### config.mk
export PLATFORM = sky130hd
export DESIGN_NAME = pg_flr_scheduler_flat
export DESIGN_NICKNAME = d
export VERILOG_FILES = /design/src/rtl/pg_flr_scheduler_if.sv /design/src/rtl/pg_flr_scheduler.sv /design/src/flat_wrapper.sv
export SDC_FILE = /design/constraint.sdc
export NUM_CORES = 1
export LEC_CHECK = 0
export ABC_AREA = 1
export CORE_ASPECT_RATIO = 0.9
export CORE_UTILIZATION = 45
export DETAILED_ROUTE_END_ITERATION = 8
export PLACE_DENSITY = 0.7
export SLEW_MARGIN = 10
export SYNTH_ARGS = -nofsm -noshare
export SYNTH_HDL_FRONTEND = slang
export SYNTH_SLANG_ARGS = --single-unit
export TNS_END_PERCENT = 30
### constraint.sdc
create_clock -name clk -period 2.6 [get_ports clk]
set_input_delay 0.39 -clock clk [delete_from_list [all_inputs] [get_ports clk]]
set_output_delay 0.39 -clock clk [all_outputs]
set_load 0.03 [all_outputs]
### src/rtl/pg_flr_scheduler_if.sv
// Port-reset request / reset-FSM sideband bundle of the FLR scheduler.
// master drives the request and handshake side, slave is the scheduler.
interface pg_flr_scheduler_if #(
  parameter int PG_NUM_PORTS = 4,
  parameter int VF_NUM_WIDTH = 11
);
  localparam int IDX_W = (PG_NUM_PORTS > 1) ? $clog2(PG_NUM_PORTS) : 1;

  logic [PG_NUM_PORTS-1:0] i_port_rst_n;
  logic                    i_port_softreset_n;
  logic                    i_err_clr;
  logic                    o_flr_rcvd_vf;
  logic [VF_NUM_WIDTH-1:0] o_flr_rcvd_vf_num;
  logic [PG_NUM_PORTS-1:0] o_flr_done;
  logic                    o_busy;
  logic [PG_NUM_PORTS-1:0] o_pending;
  logic                    o_timeout_err;
  logic [IDX_W-1:0]        o_timeout_port;

  modport master (
    output i_port_rst_n, i_port_softreset_n, i_err_clr,
    input  o_flr_rcvd_vf, o_flr_rcvd_vf_num, o_flr_done, o_busy,
           o_pending, o_timeout_err, o_timeout_port
  );

  modport slave (
    input  i_port_rst_n, i_port_softreset_n, i_err_clr,
    output o_flr_rcvd_vf, o_flr_rcvd_vf_num, o_flr_done, o_busy,
           o_pending, o_timeout_err, o_timeout_port
  );
endinterface

### src/rtl/pg_flr_scheduler.sv
// Queues per-port FLR requests, grants them round-robin onto the single
// VF-FLR sideband and tracks the softreset handshake of each grant.
module pg_flr_scheduler #(
  parameter int PG_NUM_PORTS   = 4,
  parameter int VF_NUM_WIDTH   = 11,
  parameter int TIMEOUT_CYCLES = 4096
) (
  input  logic              clk,
  input  logic              reset,
  pg_flr_scheduler_if.slave bus
);
  localparam int IDX_W = (PG_NUM_PORTS > 1) ? $clog2(PG_NUM_PORTS) : 1;
  localparam int CNT_W = $clog2(TIMEOUT_CYCLES + 1);
  localparam logic [IDX_W-1:0] LAST_IDX = IDX_W'(PG_NUM_PORTS - 1);
  localparam logic [IDX_W:0]   NUM_P    = (IDX_W + 1)'(PG_NUM_PORTS);
  localparam logic [CNT_W-1:0] CNT_LAST = CNT_W'(TIMEOUT_CYCLES - 1);

  typedef enum logic [2:0] {
    IDLE,
    ISSUE,
    WAIT_ASSERT,
    WAIT_RELEASE,
    DONE
  } state_t;

  state_t                    state, state_next;
  logic [PG_NUM_PORTS-1:0]   prev_rst_n;
  logic [PG_NUM_PORTS-1:0]   pending, pending_next;
  logic [PG_NUM_PORTS-1:0]   fall, grant_clr;
  logic [IDX_W-1:0]          last_grant, start_idx, first, search_idx;
  logic [IDX_W-1:0]          grant, grant_next;
  logic [IDX_W:0]            sum;
  logic [2*PG_NUM_PORTS-1:0] dbl;
  logic [PG_NUM_PORTS-1:0]   rot;
  logic                      search_hit;
  logic                      take_grant;
  logic                      timeout_hit;
  logic [CNT_W-1:0]          cnt, cnt_next;
  logic [VF_NUM_WIDTH-1:0]   vf_num;
  logic                      timeout_err;
  logic [IDX_W-1:0]          timeout_port;

  // Request capture: a new falling edge beats a same-cycle grant clear.
  assign fall         = prev_rst_n & ~bus.i_port_rst_n;
  assign grant_clr    = take_grant ? (PG_NUM_PORTS'(1) << search_idx) : '0;
  assign pending_next = (pending & ~grant_clr) | fall;

  // Rotate pending so bit 0 is the port after last_grant; lowest set bit wins.
  assign start_idx = (last_grant == LAST_IDX) ? '0 : last_grant + IDX_W'(1);
  assign dbl       = {pending, pending} >> start_idx;
  assign rot       = dbl[PG_NUM_PORTS-1:0];

  always_comb begin
    search_hit = |rot;
    first      = '0;
    for (int i = PG_NUM_PORTS - 1; i >= 0; i--) begin
      if (rot[i]) first = IDX_W'(i);
    end
    sum = {1'b0, start_idx} + {1'b0, first};
    if (sum >= NUM_P) sum = sum - NUM_P;
    search_idx = sum[IDX_W-1:0];
  end

  always_comb begin
    state_next  = state;
    grant_next  = grant;
    cnt_next    = cnt;
    take_grant  = 1'b0;
    timeout_hit = 1'b0;
    unique case (state)
      IDLE: begin
        if (search_hit) begin
          take_grant = 1'b1;
          grant_next = search_idx;
          state_next = ISSUE;
        end
      end
      ISSUE: begin
        cnt_next   = '0;
        state_next = WAIT_ASSERT;
      end
      // One budget spans both wait phases; a completing handshake beats expiry.
      WAIT_ASSERT: begin
        cnt_next = cnt + CNT_W'(1);
        if (!bus.i_port_softreset_n) begin
          state_next = WAIT_RELEASE;
        end else if (cnt == CNT_LAST) begin
          timeout_hit = 1'b1;
          state_next  = DONE;
        end
      end
      WAIT_RELEASE: begin
        cnt_next = cnt + CNT_W'(1);
        if (bus.i_port_softreset_n) begin
          state_next = DONE;
        end else if (cnt == CNT_LAST) begin
          timeout_hit = 1'b1;
          state_next  = DONE;
        end
      end
      DONE:    state_next = IDLE;
      default: state_next = IDLE;
    endcase
  end

  always_ff @(posedge clk or posedge reset) begin
    if (reset) begin
      state        <= IDLE;
      prev_rst_n   <= '1;
      pending      <= '0;
      last_grant   <= LAST_IDX;
      vf_num       <= '0;
      timeout_err  <= 1'b0;
      timeout_port <= '0;
    end else begin
      state      <= state_next;
      prev_rst_n <= bus.i_port_rst_n;
      pending    <= pending_next;
      if (state == DONE) last_grant <= grant;
      if (take_grant) vf_num <= VF_NUM_WIDTH'(search_idx) + VF_NUM_WIDTH'(1);
      if (timeout_hit) begin
        timeout_err  <= 1'b1;
        timeout_port <= grant;
      end else if (bus.i_err_clr) begin
        timeout_err <= 1'b0;
      end
    end
  end

  // Grant index and wait counter are always loaded before they are used.
  always_ff @(posedge clk) begin
    grant <= grant_next;
    cnt   <= cnt_next;
  end

  assign bus.o_flr_rcvd_vf     = (state == ISSUE);
  assign bus.o_flr_rcvd_vf_num = vf_num;
  assign bus.o_flr_done        = (state == DONE) ? (PG_NUM_PORTS'(1) << grant) : '0;
  assign bus.o_busy            = (state != IDLE);
  assign bus.o_pending         = pending;
  assign bus.o_timeout_err     = timeout_err;
  assign bus.o_timeout_port    = timeout_port;
endmodule

### src/flat_wrapper.sv
// flat-port wrapper written by rule: the top's interface ports become plain ports
module pg_flr_scheduler_flat 
#(
  parameter int PG_NUM_PORTS   = 4,
  parameter int VF_NUM_WIDTH   = 11,
  parameter int TIMEOUT_CYCLES = 4096
)
  (clk, reset, bus_i_port_rst_n, bus_i_port_softreset_n, bus_i_err_clr, bus_o_flr_rcvd_vf, bus_o_flr_rcvd_vf_num, bus_o_flr_done, bus_o_busy, bus_o_pending, bus_o_timeout_err, bus_o_timeout_port);
  pg_flr_scheduler_if #(.PG_NUM_PORTS(PG_NUM_PORTS), .VF_NUM_WIDTH(VF_NUM_WIDTH)) bus_i ();
  input  logic clk;
  input  logic reset;
  input wire logic [$bits(bus_i.i_port_rst_n)-1:0] bus_i_port_rst_n;
  input wire logic [$bits(bus_i.i_port_softreset_n)-1:0] bus_i_port_softreset_n;
  input wire logic [$bits(bus_i.i_err_clr)-1:0] bus_i_err_clr;
  output wire logic [$bits(bus_i.o_flr_rcvd_vf)-1:0] bus_o_flr_rcvd_vf;
  output wire logic [$bits(bus_i.o_flr_rcvd_vf_num)-1:0] bus_o_flr_rcvd_vf_num;
  output wire logic [$bits(bus_i.o_flr_done)-1:0] bus_o_flr_done;
  output wire logic [$bits(bus_i.o_busy)-1:0] bus_o_busy;
  output wire logic [$bits(bus_i.o_pending)-1:0] bus_o_pending;
  output wire logic [$bits(bus_i.o_timeout_err)-1:0] bus_o_timeout_err;
  output wire logic [$bits(bus_i.o_timeout_port)-1:0] bus_o_timeout_port;
  assign bus_i.i_port_rst_n = bus_i_port_rst_n;
  assign bus_i.i_port_softreset_n = bus_i_port_softreset_n;
  assign bus_i.i_err_clr = bus_i_err_clr;
  assign bus_o_flr_rcvd_vf = bus_i.o_flr_rcvd_vf;
  assign bus_o_flr_rcvd_vf_num = bus_i.o_flr_rcvd_vf_num;
  assign bus_o_flr_done = bus_i.o_flr_done;
  assign bus_o_busy = bus_i.o_busy;
  assign bus_o_pending = bus_i.o_pending;
  assign bus_o_timeout_err = bus_i.o_timeout_err;
  assign bus_o_timeout_port = bus_i.o_timeout_port;
  pg_flr_scheduler #(.PG_NUM_PORTS(PG_NUM_PORTS), .VF_NUM_WIDTH(VF_NUM_WIDTH), .TIMEOUT_CYCLES(TIMEOUT_CYCLES)) u_core (.clk(clk), .reset(reset), .bus(bus_i));
endmodule
==> metrics.txt <==
# TYPE chip_impl_metric gauge
chip_impl_metric{name="groute.layer.met2.usage",unit=""} 0.2488
chip_impl_metric{name="timing.final.max_slew_violations",unit=""} 0
chip_impl_metric{name="detailedRoute.firstIterationViolations",unit=""} 117
chip_impl_metric{name="drt-vias-per-instance",unit=""} 4.622
chip_impl_info{name="grt.busiest_layer",value="met1"} 1
chip_impl_metric{name="die_width",unit="um"} 71.98
chip_impl_metric{name="clk_latency",unit="ns"} 0.29
chip_impl_metric{name="fill_cells",unit=""} 373
chip_impl_metric{name="postLayoutCellArea",unit="um2"} 2357
chip_impl_metric{name="totalWireLength",unit="um"} 3506
chip_impl_info{name="worst_hold_startpoint",value="u_core.bus.o_flr_rcvd_vf_num[2]"} 1
chip_impl_metric{name="synth-edff-count",unit=""} 15
chip_impl_metric{name="worstPathRequired",unit="ns"} 2.21
chip_impl_metric{name="tightestPinTransition",unit="ns"} 0.7074
chip_impl_info{name="yosys_most_used_dff",value="sky130_fd_sc_hd__edfxtp_1"} 1
chip_impl_metric{name="period_minus_slack",unit="ns"} 2.417
chip_impl_metric{name="postCtsSetupRepairBufs",unit=""} 0
chip_impl_metric{name="quantity_of_i_o_buffers_inserted_on_ports",unit=""} 23
chip_impl_metric{name="drt_pre_antenna_iters",unit=""} 4
chip_impl_metric{name="antenna_left",unit=""} 0
chip_impl_metric{name="die_area",unit="um2"} 4677
chip_impl_metric{name="power.density",unit="nW/um2"} 1370
chip_impl_info{name="cp-start-kind",value="flip-flop"} 1
chip_impl_metric{name="placeableCoreArea",unit="um2"} 4156
chip_impl_metric{name="finalHoldWorstSlack",unit="ns"} 0.4836
chip_impl_metric{name="yosysWarnings",unit=""} 0
chip_impl_metric{name="layout-drive-gt1-share",unit=""} 0.1791
chip_impl_metric{name="antenna_violations_before_repair",unit=""} 0
chip_impl_metric{name="yosys.cell_types.count",unit=""} 31
chip_impl_info{name="worstHoldPathType",value="flip-flop to flip-flop"} 1
chip_impl_info{name="worst_setup_path_endpoint",value="bus_o_flr_done[2]"} 1
chip_impl_metric{name="dieHeight",unit="um"} 64.98
chip_impl_metric{name="crit_path_max_fanout",unit=""} 4
chip_impl_metric{name="grt_pass1_wl",unit="um"} 6223
chip_impl_metric{name="first_global_vias",unit=""} 1383
chip_impl_metric{name="ir_drop",unit="mV"} 0.6864
chip_impl_metric{name="cts_buffer_depth",unit=""} 2
chip_impl_metric{name="detailedPlace.worstSlack",unit="ns"} 0.1285
chip_impl_metric{name="clock-skew-final",unit="ns"} 0.008246
chip_impl_info{name="tritoncts",value="built"} 1
chip_impl_metric{name="fmax",unit="MHz"} 413.8
chip_impl_info{name="endpoint_of_the_worst_slack_reg_to_reg_timing_path",value="u_core.bus.o_pending[0]"} 1
chip_impl_info{name="run_status",value="finished, final reports clean"} 1
chip_impl_metric{name="post_drt_wl_per_cell",unit="um"} 10.69
chip_impl_info{name="timing.setup.critical_path_class",value="flip-flop to output port"} 1
chip_impl_metric{name="timing.reg2reg.setup_slack",unit="ns"} 0.22
chip_impl_metric{name="synth_async_sr_flop_share",unit=""} 0.5588
chip_impl_metric{name="arrival",unit="ns"} 2.03
chip_impl_metric{name="totalNegativeSetupSlack",unit="ns"} 0
chip_impl_metric{name="finalPower",unit="mW"} 3.230
chip_impl_metric{name="placementRows",unit=""} 22
chip_impl_metric{name="report.final.hold_viol_count",unit=""} 0
chip_impl_metric{name="largest_net_degree_at_the_start_of_global_routing",unit=""} 20
chip_impl_metric{name="final_setup_slack_of_the_worst_path",unit="ns"} 0.1833
chip_impl_info{name="cts_root_buf",value="sky130_fd_sc_hd__clkbuf_8"} 1
chip_impl_metric{name="design.final.nets",unit=""} 278
chip_impl_metric{name="floorplan.initialDensity",unit=""} 0.4771
chip_impl_metric{name="power.leakage",unit="nW"} 1.112
chip_impl_info{name="path_cells",value="nor2_1 -> inv_1 -> nor2_1 -> inv_1 -> nor3_1 -> clkdlybuf4s50_1"} 1
chip_impl_metric{name="post_synthesis_to_final_layout_area_growth",unit="%"} 18.86
chip_impl_metric{name="cts.sink_count",unit=""} 34
chip_impl_metric{name="postSynthAreaPerCell",unit="um2"} 8.368
chip_impl_metric{name="timing.max_slew.rel_slack",unit=""} 0.5279
chip_impl_metric{name="syn_area",unit="um2"} 1983
chip_impl_metric{name="cts.clk_slew.worst_paths",unit="ns"} 0.07
chip_impl_metric{name="gr_met1_demand_resource",unit=""} 0.2490
chip_impl_metric{name="ys_seq_elements",unit=""} 34
chip_impl_info{name="worstSetupEndpointType",value="output port"} 1
chip_impl_metric{name="crit_path_max_incr_delay",unit="ns"} 0.70
chip_impl_metric{name="worstPathBufferInverterCount",unit=""} 3
chip_impl_metric{name="detail_route.drc_violations",unit=""} 0
chip_impl_metric{name="antennaDiodeCount",unit=""} 0
chip_impl_metric{name="routed-via-count",unit=""} 1516
chip_impl_metric{name="report.final.setup_viol",unit=""} 0
chip_impl_info{name="cp-startpoint",value="u_core.state[1]"} 1
chip_impl_metric{name="worst_reg2reg_path_length_in_cells",unit=""} 17
chip_impl_metric{name="grt_util_met3",unit=""} 0.04821
chip_impl_info{name="r2r_start",value="u_core.last_grant[0]"} 1
chip_impl_metric{name="gr-total-overflow",unit=""} 0
chip_impl_metric{name="io_pins",unit=""} 32
chip_impl_metric{name="final_min_period_over_clock_period",unit=""} 0.9295
chip_impl_metric{name="grt.total_usage",unit=""} 0.1750
chip_impl_metric{name="finalWeightedCongestion",unit=""} 0.8910
chip_impl_metric{name="cts_made_buffers",unit=""} 5
chip_impl_info{name="crit_path_top_delay_cell",value="sky130_fd_sc_hd__clkdlybuf4s50_1"} 1
chip_impl_info{name="path_delay_family",value="buffers and inverters"} 1
chip_impl_metric{name="max_cap_violations",unit=""} 0
chip_impl_metric{name="critical_path_depth",unit=""} 6
chip_impl_metric{name="h-tree-depth",unit=""} 2
chip_impl_metric{name="post-dp-hpwl",unit="um"} 2686
chip_impl_metric{name="synth_seq_area_share",unit=""} 0.4707
chip_impl_metric{name="postPlaceCellArea",unit="um2"} 2262
chip_impl_metric{name="post_syn_instances",unit=""} 237
==> state kept, by name, summed over array words and instances (netlist names) <==
signal	count
u_core.bus.o_pending	4
u_core.bus.o_flr_rcvd_vf_num	3
u_core.grant	2
u_core.prev_rst_n	4
u_core.bus.o_timeout_err	1
u_core.state	3
u_core.bus.o_timeout_port	2
u_core.cnt	13
u_core.last_grant	2
==> synthesized netlist by cell type (2+ instances only) <==
cell                       number  area, um2
sky130_fd_sc_hd__nand2_1       54      202.7
sky130_fd_sc_hd__inv_1         32      120.1
sky130_fd_sc_hd__nor2_1        21      78.83
sky130_fd_sc_hd__nand3_1       17      85.08
sky130_fd_sc_hd__edfxtp_1      15      450.4
sky130_fd_sc_hd__dfrtp_1       13      325.3
sky130_fd_sc_hd__a21oi_1        9      45.04
sky130_fd_sc_hd__nand2_2        9      56.30
sky130_fd_sc_hd__o21ai_0        9      45.04
sky130_fd_sc_hd__buf_4          8      60.06
sky130_fd_sc_hd__dfstp_2        6      157.7
sky130_fd_sc_hd__nand3_2        6      60.06
sky130_fd_sc_hd__inv_2          5      18.77
sky130_fd_sc_hd__nand2_4        5      56.30
sky130_fd_sc_hd__nor3_1         5      25.02
sky130_fd_sc_hd__ha_1           3      37.54
sky130_fd_sc_hd__nand4_1        2      12.51
sky130_fd_sc_hd__nor2_2         2      12.51
sky130_fd_sc_hd__nor2_4         2      22.52
sky130_fd_sc_hd__o211ai_1       2      15.01
sky130_fd_sc_hd__o21ai_1        2      10.01
==> cells in the final DEF (no fill, tap or decap), types with 6 or more instances in the layout <==
master | netlist | layout
sky130_fd_sc_hd__nand3_2 | 6 | 6
sky130_fd_sc_hd__dfstp_2 | 6 | 6
sky130_fd_sc_hd__nand2_1 | 54 | 54
sky130_fd_sc_hd__nor2_1 | 21 | 21
sky130_fd_sc_hd__o21ai_0 | 9 | 9
sky130_fd_sc_hd__edfxtp_1 | 15 | 15
sky130_fd_sc_hd__conb_1 | 1 | 8
sky130_fd_sc_hd__clkdlybuf4s50_1 | 0 | 22
sky130_fd_sc_hd__nand3_1 | 17 | 17
sky130_fd_sc_hd__inv_1 | 32 | 31
sky130_fd_sc_hd__a21oi_1 | 9 | 9
sky130_fd_sc_hd__dfrtp_1 | 13 | 13
sky130_fd_sc_hd__nand2_2 | 9 | 9
==> power by group <==
| part | total (mW) | internal (mW) | leakage (nW) | switching, mW |
|---|---|---|---|---|
| Sequential | 1.02 | 0.857 | 0.376 | 0.163 |
| Clock | 0.362 | 0.178 | 0.0407 | 0.183 |
| Combinational | 1.85 | 0.648 | 0.695 | 1.20 |
| Total | 3.23 | 1.68 | 1.11 | 1.55 |
==> layout make-up <==
type	instances	area, um2	share of cell area
Clock buffer	5	68.82	0.02919
Clock inverter	3	11.26	0.004777
Inverter	38	147.6	0.06263
Multi-Input combinational cell	163	873.3	0.3705
Sequential cell	34	933.4	0.3960
Tap cell	60	75.07	0.03185
Timing Repair Buffer	25	247.7	0.1051
==> stage by stage <==
stage,cells,util
floorplan,244,-
global placement,320,0.5443
detailed placement,320,0.5443
CTS,328,0.5635
finish,328,0.5671
global route,328,0.5671
==> how the worst min path moves through the flow <==
| stage | endpoint | cells after the start |
|---|---|---|
| floorplan | u_core.bus.o_flr_rcvd_vf_num[0] | 1 |
| global placement | u_core.bus.o_pending[2] | 2 |
| detailed placement | u_core.bus.o_flr_rcvd_vf_num[2] | 2 |
| CTS | u_core.bus.o_flr_rcvd_vf_num[2] | 2 |
| global route | u_core.bus.o_pending[3] | 2 |
| finish | u_core.bus.o_flr_rcvd_vf_num[2] | 2 |
==> cell families (layout without fill, tap and decap cells) <==
group	after synthesis	count (layout)	share of synthesized area
DFF	34	34	0.4707
buffers and inverters	47	71	0.1073
other	1	8	0.001891
AOI/OAI and AO/OA	24	24	0.06561
and+or+nand+nor	126	126	0.3268
adders and majority gates	3	3	0.01893
xor gates and xnor gates	2	2	0.008834
==> worst register-to-register path: cells and delay by family (launching register included) <==
family	cells	cell delay, ns
xor gates and xnor gates	1	0.18
adders and majority gates	2	0.52
buffers and inverters	4	0.28
DFF	1	0.53
and+or+nand+nor	10	0.76
==> routing by layer <==
layer / up-vias / share of wire
met4: 0 / 0.014
met5: - / 0
met1: 665 / 0.52
met3: 5 / 0.061
li1: 805 / -
met2: 41 / 0.41
==> timing repair <==
action | in CTS | in global routing
gates resized for setup | 0 | 5
endpoints found under the setup margin | 0 | 6
hold buffers | 0 | 0
No activity file was read; power rests on OpenSTA's default activity.
